File: config.mk
export PLATFORM = sky130hd
export DESIGN_NAME = dl_rom_arbiter
export DESIGN_NICKNAME = d
export VERILOG_FILES = /design/src/rtl/dl_rom_arbiter.sv
export SDC_FILE = /design/constraint.sdc
export NUM_CORES = 1
export LEC_CHECK = 0
export BUFFER_PORTS_ARGS = -buffer_cell sky130_fd_sc_hd__clkbuf_2
export CAP_MARGIN = 10
export CORE_MARGIN = 2
export CORE_UTILIZATION = 46
export CTS_BUF_LIST = sky130_fd_sc_hd__clkbuf_4 sky130_fd_sc_hd__clkbuf_8 sky130_fd_sc_hd__clkbuf_16
export CTS_CLUSTER_SIZE = 28
export DETAILED_ROUTE_END_ITERATION = 6
export GPL_TIMING_DRIVEN = 1
export PLACE_DENSITY = 0.74
export SLEW_MARGIN = 20
export SYNTH_ARGS = -nofsm -noshare
export SYNTH_HDL_FRONTEND = slang
export SYNTH_SLANG_ARGS = --single-unit
File: constraint.sdc
create_clock -name clk_sys -period 2.15 [get_ports clk_sys]
set_input_delay 0.1075 -clock clk_sys [delete_from_list [all_inputs] [get_ports clk_sys]]
set_output_delay 0.1075 -clock clk_sys [all_outputs]
set_load 0.1 [all_outputs]
File: src/rtl/dl_rom_arbiter.sv
// dl_rom_arbiter: shares the ROM RAM port between the HPS download stream and CPU fetches,
// buffers one download byte and holds the game core in reset around a download.
module dl_rom_arbiter #(
  parameter int MEM_LAT   = 1,
  parameter int HOLD_CYC  = 16,
  parameter int ROM_SIZE  = 'h10000,
  parameter int CHR_BASE  = 'hC000,
  parameter int SPR_BASE  = 'hE000,
  parameter int PROM_BASE = 'hF000
) (
  input  logic        clk_sys,
  input  logic        RESET_N,
  input  logic        ioctl_download,
  input  logic        ioctl_wr,
  input  logic [24:0] ioctl_addr,
  input  logic [7:0]  ioctl_dout,
  output logic        dl_wait,
  output logic        dl_overrun,
  input  logic        cpu_req,
  input  logic [15:0] cpu_addr,
  output logic        cpu_ack,
  output logic [7:0]  cpu_data,
  output logic [15:0] mem_addr,
  output logic [7:0]  mem_din,
  output logic        mem_we,
  output logic [1:0]  mem_region,
  input  logic [7:0]  mem_dout,
  output logic        core_reset
);
  typedef enum logic [1:0] {IDLE, CPU_RD, DL_WR} state_t;
  state_t      state;
  logic [24:0] buf_addr;
  logic [7:0]  buf_data;
  logic [2:0]  lat_cnt;
  logic [7:0]  hold_cnt;
  logic [1:0]  region;
  always_comb
    region = buf_addr < 25'(CHR_BASE) ? 2'd0 :
             buf_addr < 25'(SPR_BASE) ? 2'd1 :
             buf_addr < 25'(PROM_BASE) ? 2'd2 : 2'd3;
  // dl_wait doubles as the buffer-full flag
  always_ff @(posedge clk_sys) begin
    if (!RESET_N) begin
      state      <= IDLE;
      dl_wait    <= 1'b0;
      dl_overrun <= 1'b0;
      cpu_ack    <= 1'b0;
      cpu_data   <= 8'd0;
      mem_we     <= 1'b0;
      mem_addr   <= 16'd0;
      mem_din    <= 8'd0;
      mem_region <= 2'd0;
      core_reset <= 1'b1;
      hold_cnt   <= 8'(HOLD_CYC);
      buf_addr   <= 25'd0;
      buf_data   <= 8'd0;
      lat_cnt    <= 3'd0;
    end else begin
      cpu_ack    <= 1'b0;
      mem_we     <= 1'b0;
      hold_cnt   <= ioctl_download ? 8'(HOLD_CYC) : hold_cnt - {7'd0, hold_cnt != 8'd0};
      core_reset <= ioctl_download || hold_cnt > 8'd1;
      if (ioctl_wr && dl_wait)
        dl_overrun <= 1'b1;
      if (ioctl_wr && !dl_wait) begin
        dl_wait  <= 1'b1;
        buf_addr <= ioctl_addr;
        buf_data <= ioctl_dout;
      end
      case (state)
        IDLE:
          if (dl_wait)
            state <= DL_WR;
          else if (cpu_req && !ioctl_download) begin
            state    <= CPU_RD;
            mem_addr <= cpu_addr;
            lat_cnt  <= 3'd0;
          end
        CPU_RD:
          if (lat_cnt == 3'(MEM_LAT)) begin
            cpu_ack  <= 1'b1;
            cpu_data <= mem_dout;
            state    <= IDLE;
          end else
            lat_cnt <= lat_cnt + 3'd1;
        DL_WR: begin
          if (buf_addr < 25'(ROM_SIZE)) begin
            mem_we     <= 1'b1;
            mem_addr   <= buf_addr[15:0];
            mem_din    <= buf_data;
            mem_region <= region;
          end
          dl_wait <= 1'b0;
          state   <= IDLE;
        end
        default: state <= IDLE;
      endcase
    end
  end
endmodule

Word-level counts from Yosys, hierarchy flattened

Index checks and enable logic that the tools add are counted.

Flip-flop bits (word level): 85

$add $sub $neg: 2
Order comparisons: 5
Equality and inequality tests: 9
Multiplexer cells: 17
Bitwise logic cells: 1
Reductions and logical operators: 19

Operators by type and width:

| cell                   | count |
|---|---|
| $lt A25 B16 Y1 const B | 3 |
| $mux W16               | 3 |
| $pmux W16 S2           | 1 |
| $lt A25 B17 Y1 const B | 1 |
| $mux W2                | 5 |
| $ne A2 B2 Y1 const B   | 5 |
| $reduce_and A2 Y1      | 5 |
| $mux W3                | 3 |
| $gt A8 B1 Y1 const B   | 1 |
| $reduce_and A4 Y1      | 2 |
| $reduce_bool A8 Y1     | 1 |
| $sub A8 B1 Y8          | 1 |
| $pmux W3 S2            | 1 |
| $pmux W2 S2            | 1 |
| $reduce_bool A2 Y1     | 2 |
| $reduce_or A2 Y1       | 2 |
| $add A3 B1 Y3 const B  | 1 |
| $eq A3 B1 Y1 const B   | 1 |
| $logic_and A1 B1 Y1    | 3 |
| $mux W1                | 3 |
| $ne A3 B3 Y1 const B   | 1 |
| $eq A2 B1 Y1 const B   | 1 |
| $eq A2 B2 Y1 const B   | 1 |
| $logic_not A1 Y1       | 2 |
| 3 further kinds        | 3 |

Longest topological paths before layout

Depth in word-level cells: 5
Mapped depth: 9

Worst setup path before layout

Ideal clock, no wire load.

Kind: reg-to-reg
From: register hold_cnt[2]
To: register hold_cnt[6]
Setup time: 0.121 ns
Data arrival time: 1.887 ns
Data required time: 2.029 ns
Path slack: 0.142 ns
Stages on the path, launching flop included: 10
Path buffers: 0
Period minus slack after synthesis: 2.008 ns
Cells stage by stage: dfxtp_1 > or4_1 > nor4_1 > nand2_1 > ha_1 > ha_1 > inv_1 > nor2_1 > xnor2_1 > nor2_1

Longest elaborated chain between the ends: 2

Ends and longest elaborated chain:

| element                | line | RTL |
|---|---|---|
| from (decl)            | 35   | `logic [7:0] hold_cnt;` |
| from (signal assigned) | 54   | `hold_cnt <= 8'(HOLD_CYC);` |
| from (signal assigned) | 61   | `hold_cnt <= ioctl_download ? 8'(HOLD_CYC) : hold_cnt - {7'd0, hold_cnt != 8'd0};` |
| $reduce_bool A8 Y1     | 61   |  |
| $sub A8 B1 Y8 (*)      | 61   |  |

Mark *: on every way between the ends. The rest lies on a longest branch, timed or not.
A chain may end at the register's enable or synchronous reset.

Worst setup path after layout

From: register hold_cnt[3]
To: register hold_cnt[4]

Same word-level chain as after synthesis.

==> flow_summary.json <==
{
  "synthArstFlopShare_pct": 0,
  "cts.path.max_buffers": 2,
  "finClkSkew_ps": 13.2,
  "worstPathArrival_ps": 2270,
  "post_cts_buffers": 0,
  "fill_cells": 604,
  "core-area_um2": 7180,
  "ir_worst_vdd_uv": 394,
  "h-tree-depth": 3,
  "first_global_vias": 2886,
  "pwr-share-seq_pct": 45.9,
  "synthTopCellsByArea": "dfxtp_1, nand2_1, mux2i_1",
  "layout-drive-gt1-share_pct": 28.5,
  "die_y_um": 89.6,
  "ant_nets": 0,
  "start_util_pct": 47.0,
  "p_per_area_nw_per_um2": 804,
  "post-route-min-period_ps": 2010,
  "holdCritPathClass": "in -> reg",
  "synth-edff-count": 0,
  "drv_slew": 0,
  "synth_flop_cell": "dfxtp_1",
  "synth_area_per_cell_um2": 8.63,
  "max_stage_delay_ps": 550,
  "power_frac_comb_pct": 17.2,
  "drt_iter0_drc": 95,
  "sw_frac_of_total_pct": 26.8,
  "ios": 101,
  "critPathTopFamily": "simple AND/OR/NAND/NOR gates",
  "grt_overflow": 0,
  "clkSlewWorstSetupHoldPaths_ps": 80,
  "syn_inst": 391,
  "multi_input_area_um2": 1580,
  "vias": 3034,
  "cts_tree": "yes",
  "ys_warn_count": 0,
  "register_area_um2": 1700,
  "drc": 0,
  "crit_type": "reg -> reg",
  "p_switching_uw": 994,
  "ys_seq_area_share_pct": 50.4,
  "fp.dieArea_um2": 8030,
  "timing.fmax_mhz": 498,
  "gp_congestion": 0.776,
  "crit_chain": "or4_4 > nor4_4 > nand2_1 > ha_1 > ha_2 > and3_1 > o21ai_0",
  "dpl.hpwl_mm": 5.07,
  "start_kind": "flip-flop",
  "synth_top_area_share_pct": 50.4,
  "cts_buffers": 9,
  "netlist_area_um2": 3370,
  "synth_cell_types": 36,
  "leakagePower_uw": 0.00203,
  "setup_tns_ps": 0,
  "tightest_slew_ps": 973,
  "grt_max_degree": 60,
  "critical_path_required_ps": 2420,
  "vias_per_cell": 4.82,
  "grt_pass1_wl_mm": 12.4,
  "num_rows": 31,
  "area_growth_pct": 36.9,
  "yosysTopAreaCell": "dfxtp_1",
  "cp_num_buf_inv": 0,
  "clk-insertion-delay-late_ps": 350,
  "dr.pass1.iters": 4,
  "outcome": "finished, final reports clean",
  "final_common_cell": "nand2_1",
  "post-route-util_pct": 64.4,
  "setup_viol": 0,
  "antenna_found_initial": 0,
  "final.period_utilization_pct": 93.3,
  "routed_wl_mm": 7.82,
  "place_inst": 575,
  "nNetsFinal": 592,
  "track_usage_pct": 19.8,
  "cts_sinks": 85,
  "cts_root_buf": "clkbuf_8",
  "finalHoldViolCount": 0,
  "worstSetupEndpointType": "flip-flop",
  "ys_seq_elements": 85,
  "clockPowerShare_pct": 36.9,
  "die_x_um": 89.6,
  "relSlewSlack_pct": 35.2,
  "synth_nets": 458,
  "drv_cap": 0,
  "path_max_fanout": 4,
  "layout_common_cells": "nand2_1, clkbuf_2, dfxtp_1",
  "diodes": 0,
  "fin_cells": 629,
  "wl_per_cell_um": 12.4,
  "portBuffers": 100,
  "cell_internal_pwr_uw": 2720,
  "cp_slowest_cell": "or4_4"
}
[worst register-to-register path, delay by kind of cell, from the launching register on]
| family | cells | cell delay, ps |
|---|---|---|
| simple gates | 4 | 1010 |
| fa+ha+maj | 2 | 410 |
| flops | 1 | 350 |
| compound gates | 1 | 160 |
[worst paths after layout]
path	startpoint	to	slack (ps)	cells past startpoint
setup / recovery	hold_cnt[3]	hold_cnt[4]	140	7
hold / removal	ioctl_addr[23]	buf_addr[23]	10	3
setup reg to reg	hold_cnt[3]	hold_cnt[4]	140	7
hold reg to reg	buf_data[4]	buf_data[4]	460	2
[final cells by class]
cell class | count | area share [%]
Sequential cell | 85 | 36.9
Multi-Input combinational cell | 276 | 34.1
Timing Repair Buffer | 146 | 20.4
Clock buffer | 12 | 3.31
Tap cell | 99 | 2.68
Clock inverter | 4 | 2.06
Inverter | 7 | 0.569
[synth_stat cells, drive strengths merged, types with 3 or more instances]
cell type and n:
clkbuf 19, nor2 27, nand2b 3, xnor2 6, nand2 121, nor2b 3
mux2 17, ha 5, inv 7, mux2i 24, dfxtp 85, a21oi 46
nor4 3, buf 4
[sequential cells by signal, indices dropped and copies added (netlist names), 2 cells and up]
name / cells
hold_cnt: 8
mem_din: 8
cpu_data: 8
buf_addr: 25
state: 2
buf_data: 8
mem_region: 2
mem_addr: 16
lat_cnt: 3
[kinds of logic (layout without fill, tap and decap cells)]
kind of cell | Yosys count | in the layout | share of synthesized area, %
xor gates and xnor gates | 6 | 6 | 1.56
buffers and inverters | 30 | 169 | 3.52
and+or+nand+nor | 172 | 172 | 21.8
DFF | 85 | 85 | 50.4
adders and majority gates | 5 | 5 | 1.85
AOI/OAI and AO/OA | 52 | 52 | 8.05
muxes | 41 | 41 | 12.8
[per-layer routing]
metal / routed length, µm / vias to the layer above / part of all wire [%] / global-route usage (%)
li1: - / 1559 / - / -
met2: 3920 / 84 / 50 / 35.2
met4: 67 / 0 / 0.86 / 7.33
met1: 3380 / 1381 / 43 / 22.8
met3: 457 / 10 / 5.8 / 5.12
met5: 0 / - / 0 / 0
[per-stage QoR]
stage                     setup slack [ps]  total power [µW]  area, µm²  hold slack [ps]
after global placement                82.4              2300       3970              330
after floorplan                        142              2170       3370              215
final                                  144              3710       4620             13.5
after CTS                             54.0              3740       4600            0.285
after detailed placement             -8.48              2320       3970              338
after global routing                 -2.22              3890       4620             8.48
[power groups by stage]
| stage | Combinational, µW | Sequential, µW | Clock, µW |
|---|---|---|---|
| after floorplan | 260 | 1910 | 0 |
| after global placement | 569 | 1730 | 0 |
| after detailed placement | 578 | 1740 | 0 |
| after CTS | 634 | 1700 | 1400 |
| after global routing | 692 | 1720 | 1480 |
| final | 639 | 1700 | 1370 |
[what timing repair did]
item,in CTS,in global routing
endpoints found under the hold margin,38,0
pin swaps,0,0
resized for setup,1,4
hold buffers,38,0
endpoints found under the setup margin,2,5
(Power assumes the default switching activity.)
